### src/rtl/core_pkg.sv
// Shared types and widths for the core's bus-cycle sequencer.
package core_pkg;

    localparam int ADDR_W = 16;
    localparam int DATA_W = 8;

    typedef enum logic [1:0] {
        IDLE = 2'd0,
        ADDR = 2'd1,
        DATA = 2'd2,
        RESP = 2'd3
    } dbu_state_t;

endpackage

### src/rtl/data_bus_unit_if.sv
// Request/response handshake plus external memory pins of the data bus unit.
interface data_bus_unit_if;
    import core_pkg::*;

    logic              req;
    logic              req_we;
    logic [ADDR_W-1:0] req_addr;
    logic [DATA_W-1:0] req_wdata;
    logic              ready;
    logic [DATA_W-1:0] rdata;
    logic              done;
    logic              acc_load;
    logic              err;
    logic [ADDR_W-1:0] addr_out;
    logic              rwb;
    logic [DATA_W-1:0] data_out;
    logic              data_oe;
    logic [DATA_W-1:0] data_in;
    logic              rdy;

    // master: register file/control logic plus the external memory model
    modport master (
        output req, req_we, req_addr, req_wdata, data_in, rdy,
        input  ready, rdata, done, acc_load, err, addr_out, rwb, data_out, data_oe
    );

    modport slave (
        input  req, req_we, req_addr, req_wdata, data_in, rdy,
        output ready, rdata, done, acc_load, err, addr_out, rwb, data_out, data_oe
    );

endinterface

### src/rtl/dbu_wait_counter.sv
// Saturating 8-bit RDY-low wait counter; tc flags the last tolerated wait cycle.
module dbu_wait_counter #(
    parameter int unsigned TERMINAL = 255
) (
    input  logic fclk,
    input  logic resb,
    input  logic clear,
    input  logic enable,
    output logic tc
);

    logic [7:0] count;

    always_ff @(posedge fclk or negedge resb) begin
        if (!resb) begin
            count <= '0;
        end else if (clear) begin
            count <= '0;
        end else if (enable && count != 8'hFF) begin
            count <= count + 8'd1;
        end
    end

    // Asserted while the current wait cycle is the TERMINAL-th one
    assign tc = (count == 8'(TERMINAL - 1));

endmodule

### src/rtl/data_bus_unit.sv
// 65C02 bus-cycle sequencer: IDLE -> ADDR -> DATA (RDY waits) -> RESP.
// Optional RDY timeout enabled by defining DBU_TIMEOUT_EN.
module data_bus_unit
    import core_pkg::*;
#(
    parameter int unsigned TIMEOUT_CYCLES = 255
) (
    input logic            fclk,
    input logic            resb,
    data_bus_unit_if.slave bus
);

    dbu_state_t        state;
    dbu_state_t        state_nx;
    logic              we_q;
    logic [DATA_W-1:0] wdata_q;
    logic              timeout;

    if (TIMEOUT_CYCLES < 1 || TIMEOUT_CYCLES > 255) begin : g_bad_timeout
        $error("data_bus_unit: TIMEOUT_CYCLES must be in 1..255");
    end

`ifdef DBU_TIMEOUT_EN
    logic wait_tc;

    dbu_wait_counter #(
        .TERMINAL (TIMEOUT_CYCLES)
    ) u_wait (
        .fclk   (fclk),
        .resb   (resb),
        .clear  (state == ADDR),
        .enable ((state == DATA) && !bus.rdy),
        .tc     (wait_tc)
    );

    assign timeout = (state == DATA) && !bus.rdy && wait_tc;
`else
    assign timeout = 1'b0;
`endif

    always_ff @(posedge fclk or negedge resb) begin
        if (!resb) begin
            state <= IDLE;
        end else begin
            state <= state_nx;
        end
    end

    always_comb begin
        state_nx = state;
        case (state)
            IDLE:    if (bus.req) state_nx = ADDR;
            ADDR:    state_nx = DATA;
            DATA:    if (bus.rdy || timeout) state_nx = RESP;
            RESP:    state_nx = IDLE;
            default: state_nx = IDLE;
        endcase
    end

    assign bus.ready = (state == IDLE);

    // Request fields frozen at accept; only the pins carry reset values
    always_ff @(posedge fclk) begin
        if (state == IDLE && bus.req) begin
            we_q    <= bus.req_we;
            wdata_q <= bus.req_wdata;
        end
    end

    // Outputs are registered from the transition being taken
    always_ff @(posedge fclk or negedge resb) begin
        if (!resb) begin
            bus.addr_out <= '0;
            bus.rwb      <= 1'b1;
            bus.data_out <= '0;
            bus.data_oe  <= 1'b0;
            bus.rdata    <= '0;
            bus.done     <= 1'b0;
            bus.acc_load <= 1'b0;
            bus.err      <= 1'b0;
        end else begin
            bus.done     <= 1'b0;
            bus.acc_load <= 1'b0;
            case (state)
                IDLE: begin
                    if (bus.req) begin
                        bus.addr_out <= bus.req_addr;
                        bus.rwb      <= !bus.req_we;
                        bus.err      <= 1'b0;
                    end
                end
                ADDR: begin
                    if (we_q) begin
                        bus.data_out <= wdata_q;
                        bus.data_oe  <= 1'b1;
                    end
                end
                DATA: begin
                    if (bus.rdy) begin
                        if (!we_q) begin
                            bus.rdata <= bus.data_in;
                        end
                        bus.done     <= 1'b1;
                        bus.acc_load <= !we_q;
                        bus.rwb      <= 1'b1;
                        bus.data_oe  <= 1'b0;
                    end else if (timeout) begin
                        bus.done    <= 1'b1;
                        bus.err     <= 1'b1;
                        bus.rwb     <= 1'b1;
                        bus.data_oe <= 1'b0;
                    end
                end
                default: ;
            endcase
        end
    end

endmodule

### src/flat_wrapper.sv
// flat-port wrapper written by rule: the top's interface ports become plain ports
module data_bus_unit_flat import core_pkg::*;
#(
    parameter int unsigned TIMEOUT_CYCLES = 255
)
  (fclk, resb, bus_req, bus_req_we, bus_req_addr, bus_req_wdata, bus_data_in, bus_rdy, bus_ready, bus_rdata, bus_done, bus_acc_load, bus_err, bus_addr_out, bus_rwb, bus_data_out, bus_data_oe);
  data_bus_unit_if bus_i ();
  input logic fclk;
  input logic resb;
  input wire logic [$bits(bus_i.req)-1:0] bus_req;
  input wire logic [$bits(bus_i.req_we)-1:0] bus_req_we;
  input wire logic [$bits(bus_i.req_addr)-1:0] bus_req_addr;
  input wire logic [$bits(bus_i.req_wdata)-1:0] bus_req_wdata;
  input wire logic [$bits(bus_i.data_in)-1:0] bus_data_in;
  input wire logic [$bits(bus_i.rdy)-1:0] bus_rdy;
  output wire logic [$bits(bus_i.ready)-1:0] bus_ready;
  output wire logic [$bits(bus_i.rdata)-1:0] bus_rdata;
  output wire logic [$bits(bus_i.done)-1:0] bus_done;
  output wire logic [$bits(bus_i.acc_load)-1:0] bus_acc_load;
  output wire logic [$bits(bus_i.err)-1:0] bus_err;
  output wire logic [$bits(bus_i.addr_out)-1:0] bus_addr_out;
  output wire logic [$bits(bus_i.rwb)-1:0] bus_rwb;
  output wire logic [$bits(bus_i.data_out)-1:0] bus_data_out;
  output wire logic [$bits(bus_i.data_oe)-1:0] bus_data_oe;
  assign bus_i.req = bus_req;
  assign bus_i.req_we = bus_req_we;
  assign bus_i.req_addr = bus_req_addr;
  assign bus_i.req_wdata = bus_req_wdata;
  assign bus_i.data_in = bus_data_in;
  assign bus_i.rdy = bus_rdy;
  assign bus_ready = bus_i.ready;
  assign bus_rdata = bus_i.rdata;
  assign bus_done = bus_i.done;
  assign bus_acc_load = bus_i.acc_load;
  assign bus_err = bus_i.err;
  assign bus_addr_out = bus_i.addr_out;
  assign bus_rwb = bus_i.rwb;
  assign bus_data_out = bus_i.data_out;
  assign bus_data_oe = bus_i.data_oe;
  data_bus_unit #(.TIMEOUT_CYCLES(TIMEOUT_CYCLES)) u_core (.fclk(fclk), .resb(resb), .bus(bus_i));
endmodule
### config.mk
export PLATFORM = sky130hd
export DESIGN_NAME = data_bus_unit_flat
export DESIGN_NICKNAME = d
export VERILOG_FILES = /design/src/rtl/core_pkg.sv /design/src/rtl/data_bus_unit_if.sv /design/src/rtl/dbu_wait_counter.sv /design/src/rtl/data_bus_unit.sv /design/src/flat_wrapper.sv
export SDC_FILE = /design/constraint.sdc
export NUM_CORES = 1
export LEC_CHECK = 0
export ABC_AREA = 0
export CELL_PAD_IN_SITES_DETAIL_PLACEMENT = 0
export CELL_PAD_IN_SITES_GLOBAL_PLACEMENT = 1
export CORE_ASPECT_RATIO = 0.9
export CORE_MARGIN = 2
export CORE_UTILIZATION = 34
export DETAILED_ROUTE_END_ITERATION = 6
export PLACE_DENSITY = 0.78
export SETUP_SLACK_MARGIN = 0.15
export SYNTH_ARGS = -nofsm -noshare
export SYNTH_HDL_FRONTEND = slang
export SYNTH_SLANG_ARGS = --single-unit
export TNS_END_PERCENT = 1
### constraint.sdc
create_clock -name fclk -period 2.4 [get_ports fclk]
set_clock_uncertainty 0.15 [all_clocks]
set_input_delay 0.24 -clock fclk [delete_from_list [all_inputs] [get_ports fclk]]
set_output_delay 0.24 -clock fclk [all_outputs]
set_load 0.05 [all_outputs]
==> metrics.csv, run 1 <==
stage;metric;value;unit
critical_path;Critical Path RT;2.01;ns
worst_hold_path;HP Start;u_core.wdata_q[1];
cts;CTS HTree Levels;2;
logic_synthesis;top-area cell type share of the netlist area;0.500;
critical_path;launch point of the worst reg-to-reg path;u_core.state[0];
logic_synthesis;ranking of synthesized cells by area;dfrtp_1 (50%), edfxtp_1 (15%), mux2_2 (15%), mux2_4 (7.3%), ha_1 (3.4%);
timing;post-layout min period;2.04;ns
timing;final hold vios;0;
die;Die Area;6050;µm²
timing;relative slew slack;0.439;
cts;TritonCTS sink count;47;
global_routing;largest net degree at the start of global routing;39;
flow_run;Max Cap Viol;0;
die;Initial Util;0.352;
worst_hold_path;worst min path class;flop to flop;
final_layout;antenna diode count;0;
critical_path;worst setup path category;flop to output pin;
timing;RSZ-0062 raised after global routing;false;
timing;Setup TNS;0;ns
logic_synthesis;Synth area leader;dfrtp_1;
cts;clock buffer count from CTS;5;
drt;Via Count;1130;
die;Die Span Y;74.0;µm
die;DIE WIDTH;81.8;µm
critical_path;Max FO, Critical Path;5;
logic_synthesis;Synth Warn #;0;
drt;wire length per cell;14.8;µm
timing;Final Cycle Share;0.849;
global_routing;global-route wire length before repair;5690;µm
logic_synthesis;top-count cell post-synth;dfrtp_1;
critical_path;reg2reg path depth;4;
cts;CTS tree;built;
global_routing;initial antenna violation count;0;
logic_synthesis;syn_nets;151;
logic_synthesis;mapped cell area;1850;µm²
drt;Total Wirelength;3790;µm
final_layout;Final nets;230;
logic_synthesis;synthesis-stage register bit count;47;
outcome;status;finished, final reports clean;
die;cell row count;25;
placed_design;Placer Congestion;0.679;
logic_synthesis;Post-synth ARST share;0.809;
critical_path;worst path arrival time;1.65;ns
timing;Max Clk Rate;0.491;GHz
logic_synthesis;Mapped Cells;109;
timing;worst setup slack after layout;0.363;ns
global_routing;gr usage total;0.128;
placed_design;PortBufs;73;
placed_design;Place WS;0.408;ns
drt;Final ANT Viol Nets;0;
power_and_ir_drop;Peak supply drop;0.653;mV
timing;worst slew pin tran;0.842;ns
critical_path;Worst Setup End Kind;output pin;
logic_synthesis;Cell variety after synth;22;
die;core box area;5260;µm²
die;io pins;75;
drt;drt drc;0;
logic_synthesis;Syn Area/Cell;17.0;µm²
worst_hold_path;Worst Hold End;u_core.bus.data_out[1];
cts;Root Buffer;clkbuf_8;
timing;endpoints failing setup;0;
drt;First-pass DRT Iterations;2;
timing;Slew Viols, Final;0;
placed_design;post-DP HPWL;2870;µm
cts;Worst-path clk slew;0.09;ns
drt;drt first-iter violations;32;
worst_hold_path;Hold Path Stages;1;
global_routing;residual overflow from global routing;0;
critical_path;Reg2Reg Setup Slack;0.59;ns
logic_synthesis;Synth top cells by count;dfrtp_1 (37), mux2_2 (24), edfxtp_1 (9), mux2_4 (9), inv_1 (6);
critical_path;crit path launch type;flop;
final_layout;layout cells sized above 1;0.249;
cts;CTS Buffer Depth;2;
logic_synthesis;post-synthesis sequential area ratio;0.660;
final_layout;P&R area growth vs syn;48.0;%
drt;vias per cell;4.41;
power_and_ir_drop;cell area power density;1560;nW/µm²
cts;worst skew pair latency;0.29;ns
logic_synthesis;Main synth FF type;dfrtp_1;
critical_path;reg-to-reg endpoint;u_core.wdata_q[3];
power_and_ir_drop;total leakage power;1.19;nW
global_routing;vias in the first global route;1204;
logic_synthesis;Post-synth EDFFs;9;
-- area by class of cell --
type / instances / area, µm²
clock buffer: 5 / 68.8
clock inverter: 3 / 20.0
fill: 450 / 2510
inverter: 6 / 22.5
multi-input combinational: 54 / 588
sequential: 47 / 1220
tap: 67 / 83.8
timing repair buffer: 74 / 734
-- through the flow --
stage | cells | util | power [mW] | instance area [µm²] | hold WS [ns]
floorplan | 109 | - | 3.03 | 1850 | -0.206
global placement | 247 | 0.503 | 3.79 | 2640 | 0.225
detailed placement | 247 | 0.503 | 3.87 | 2640 | 0.250
CTS | 256 | 0.521 | 4.34 | 2740 | 0.335
global route | 256 | 0.521 | 4.50 | 2740 | 0.353
finish | 256 | 0.521 | 4.28 | 2740 | 0.333
-- state kept, by name, summed over array words and instances, names as in the netlist, 2 cells and up --
signal               cells
u_core.bus.addr_out     16
u_core.bus.data_out      8
u_core.bus.rdata         8
u_core.state             2
u_core.wdata_q           8
-- metal layers --
layer	GRT usage	wire, µm
met1	0.151	1530
met2	0.222	1930
met3	0.0303	279
met4	0.0611	53
met5	0	0
-- worst max-delay path: stages (launching register included) --
cell	delay (ns)
dfrtp_1	0.39
inv_1	0.14
ha_1	0.27
dlygate4sd2_1	0.55
-- power breakdown --
group	switching, mW	internal [mW]
Sequential	0.179	1.17
Combinational	1.51	0.957
Clock	0.255	0.203
Total	1.95	2.33
-- how the worst max path moves through the flow --
stage,startpoint,end,cells past startpoint
after floorplan,u_core.state[0],u_core.wdata_q[0],5
after global placement,u_core.state[0],bus_ready,3
after detailed placement,u_core.state[0],bus_ready,3
after global routing,u_core.state[0],bus_ready,3
final,u_core.state[0],bus_ready,3
after CTS,u_core.bus.rwb,bus_rwb,1
-- cells by family after synthesis --
group / count (synthesis) / synth area share
adder cells (fa/ha/maj): 5 / 0.0338
flip-flops: 47 / 0.660
AND/OR/NAND/NOR: 7 / 0.0311
other: 1 / 0.00203
multiplexers: 35 / 0.230
buffers and inverters: 8 / 0.0223
AO/OA/AOI/OAI: 6 / 0.0209
-- cell usage in the layout (no fill, tap or decap), types with 5 or more instances in the layout --
master           Yosys  routed
inv_1                6       6
edfxtp_1             9       9
mux2_4               9       9
clkdlybuf4s50_1      0      71
clkbuf_8             0       5
mux2_2              24      24
ha_1                 5       5
dfrtp_1             37      37
-- repair_timing --
action / 4_1_cts / 5_1_grt
setup endpoints to repair: 1 / 0
gates resized for setup: 1 / 0
buffers inserted: 0 / 0
endpoints found under the hold margin: 37 / 0
hold buffers: 1 / 0
(Power assumes the default switching activity.)
==> run 2: changes to the inputs <==
==> constraint.sdc (replaced) <==
create_clock -name fclk -period 1.9 [get_ports fclk]
set_clock_uncertainty 0.15 [all_clocks]
set_input_delay 0.19 -clock fclk [delete_from_list [all_inputs] [get_ports fclk]]
set_output_delay 0.19 -clock fclk [all_outputs]
set_load 0.05 [all_outputs]
==> run 2 against run 1 <==
Against the previous run: cell count increased by 0.78%; largest power group unchanged; worst hold slack worse by 0.14 ns; wire length increased by 0.26%.
==> metrics.csv, run 2 (synthesis results as in run 1) <==
stage;metric;value;unit;change
final_layout;post-layout util;0.536;;+0.0150
critical_path;worst-path cell chain;clkdlybuf4s50_1;;
cts;CTS Buffer Depth;2;;unchanged
cts;CTS HTree Levels;2;;unchanged
timing;post-layout min period;1.81;ns;
critical_path;worst setup path category;flop to output pin;;
global_routing;initial antenna violation count;0;;unchanged
cts;worst skew pair latency;0.29;ns;about the same
drt;First-pass DRT Iterations;3;;+1
cts;Worst-path clk slew;0.09;ns;about the same
drt;Total Wirelength;3800;µm;+0.26%
flow_run;Max Cap Viol;0;;unchanged
critical_path;Reg2Reg Setup Slack;0.22;ns;-0.37 ns
critical_path;family with the most delay on the worst path;buffers and inverters;;
critical_path;crit path launch type;flop;;
power_and_ir_drop;total leakage power;1.25;nW;+4.7%
final_layout;max reg flops;16;;unchanged
die;Die Span Y;74.0;µm;unchanged
power_and_ir_drop;cell area power density;2030;nW/µm²;+30%
drt;vias per cell;4.47;;+1.2%
critical_path;critical path depth;1;;-2
final_layout;P&R area growth vs syn;52.2;%;
final_layout;Top reg by flops;u_core.bus.addr_out;;
die;Initial Util;0.352;;unchanged
final_layout;Register Area;1220;µm²;unchanged
power_and_ir_drop;P_int;3.25;mW;+40%
placed_design;Placer Congestion;0.741;;+9.1%
power_and_ir_drop;Peak supply drop;0.894;mV;+37%
global_routing;global-route wire length before repair;6100;µm;+7.3%
drt;wire length per cell;14.7;µm;-0.51%
drt;highest routed metal layer;met4;;
drt;met3 wire len;276;µm;-1.1%
critical_path;launch point of the worst reg-to-reg path;u_core.state[0];;
cts;TritonCTS sink count;47;;unchanged
timing;final hold vios;0;;unchanged
die;io pins;75;;unchanged
power_and_ir_drop;switch share;0.431;;-0.0241
critical_path;reg2reg path depth;5;;+1
critical_path;Critical Path RT;1.56;ns;-0.45 ns
critical_path;worst path bufs/invs;1;;-1
die;cell row count;25;;unchanged
drt;Metal-1 WL;1600;µm;+4.1%
timing;Final Cycle Share;0.954;;
drt;drt drc;0;;unchanged
final_layout;layout cells sized above 1;0.267;;+0.0183
power_and_ir_drop;combinational power share;0.556;;-0.022
outcome;status;finished, final reports clean;;
final_layout;most frequent cells in the layout;clkdlybuf4s50_1 (67), dfrtp_1 (37), mux2_2 (24);;
timing;Setup TNS;0;ns;unchanged
drt;drt first-iter violations;46;;+44%
cts;postcts setup bufs;0;;unchanged
global_routing;vias in the first global route;1286;;+6.8%
drt;Final ANT Viol Nets;0;;unchanged
die;Die Area;6050;µm²;unchanged
final_layout;Final nets;232;;+0.87%
placed_design;post-DP HPWL;2880;µm;+0.25%
power_and_ir_drop;Sw Pwr;2.47;mW;+27%
die;DIE WIDTH;81.8;µm;unchanged
drt;Via Count;1152;;+1.9%
critical_path;reg-to-reg endpoint;u_core.state[1];;
timing;RSZ-0062 raised after global routing;true;;
timing;Slew Viols, Final;0;;unchanged
worst_hold_path;worst min path class;input pin to asynchronous set/reset pin;;
cts;CTS tree;built;;
power_and_ir_drop;Seq pwr share;0.297;;-0.018
timing;endpoints failing setup;0;;unchanged
cts;Root Buffer;clkbuf_8;;
final_layout;antenna diode count;0;;unchanged
power_and_ir_drop;Clk pwr share;0.147;;+0.040
critical_path;Worst path max stage delay;0.81;ns;+0.26 ns
drt;met2 WL post-DR;1890;µm;-2.1%
global_routing;residual overflow from global routing;0;;unchanged
final_layout;fill count;462;;+2.7%
timing;relative slew slack;0.653;;+0.214
die;core box area;5260;µm²;unchanged
critical_path;worst path arrival time;1.47;ns;-0.18 ns
critical_path;Worst Setup End Kind;output pin;;
critical_path;CP max stage cell;clkdlybuf4s50_1;;
timing;worst slew pin tran;0.519;ns;-0.323 ns
placed_design;PortBufs;73;;unchanged
final_layout;commonest non-fill, non-tap cell in the layout;clkdlybuf4s50_1;;
cts;clock buffer count from CTS;5;;unchanged
timing;Max Clk Rate;0.552;GHz;
critical_path;Max FO, Critical Path;2;;-3
global_routing;gr usage total;0.136;;+0.00819
timing;WHS;0.197;ns;-0.136 ns
global_routing;largest net degree at the start of global routing;24;;-38%
final_layout;area of the multi-input gates;588;µm²;unchanged
[run 2: cell type report]
cell class              count  area share
well taps                  67      0.0297
clock inverters             2      0.0213
flip-flops and latches     47       0.434
repair buffers             76       0.273
clock buffers               6      0.0257
multi-input cells          54       0.209
inverters                   6     0.00799
[run 2: per-stage QoR]
stage | std cells | cell area (µm²) | worst slack [ns] | power, mW
global route | 258 | 2820 | 0.0358 | 6.03
global placement | 249 | 2680 | 0.288 | 4.85
CTS | 258 | 2820 | 0.0741 | 5.79
detailed placement | 249 | 2680 | 0.245 | 4.93
floorplan | 109 | 1850 | 0.242 | 3.83
finish | 258 | 2820 | 0.0879 | 5.72
[run 2: timing repair]
| item | in CTS | in global routing |
|---|---|---|
| hold buffers | 1 | 0 |
| gates resized for setup | 1 | 1 |
| hold endpoints to repair | 15 | 0 |
| endpoints found under the setup margin | 34 | 44 |
[run 2: power groups by stage]
stage | registers (mW) | clock network [mW] | logic (mW)
after global routing | 1.76 | 0.923 | 3.35
final | 1.70 | 0.840 | 3.18
after detailed placement | 1.72 | 0 | 3.21
after CTS | 1.71 | 0.868 | 3.21
after global placement | 1.69 | 0 | 3.16
after floorplan | 3.01 | 0 | 0.823
[run 2: how the worst max path moves through the flow]
stage | startpoint | endpoint
3_5_place_dp | u_core.state[0] | u_core.state[1]
6_report | u_core.bus.addr_out[12] | bus_addr_out[12]
4_1_cts | u_core.bus.addr_out[12] | bus_addr_out[12]
3_3_place_gp | bus_rdy | u_core.state[1]
5_1_grt | u_core.bus.rdata[7] | bus_rdata[7]
2_1_floorplan | u_core.state[0] | u_core.wdata_q[0]
[run 2: per-layer routing]
layer / up-vias / GRT usage
met2: 52 / 0.231
met4: 0 / 0.0500
li1: 537 / -
met1: 559 / 0.169
met5: - / 0
met3: 4 / 0.0364
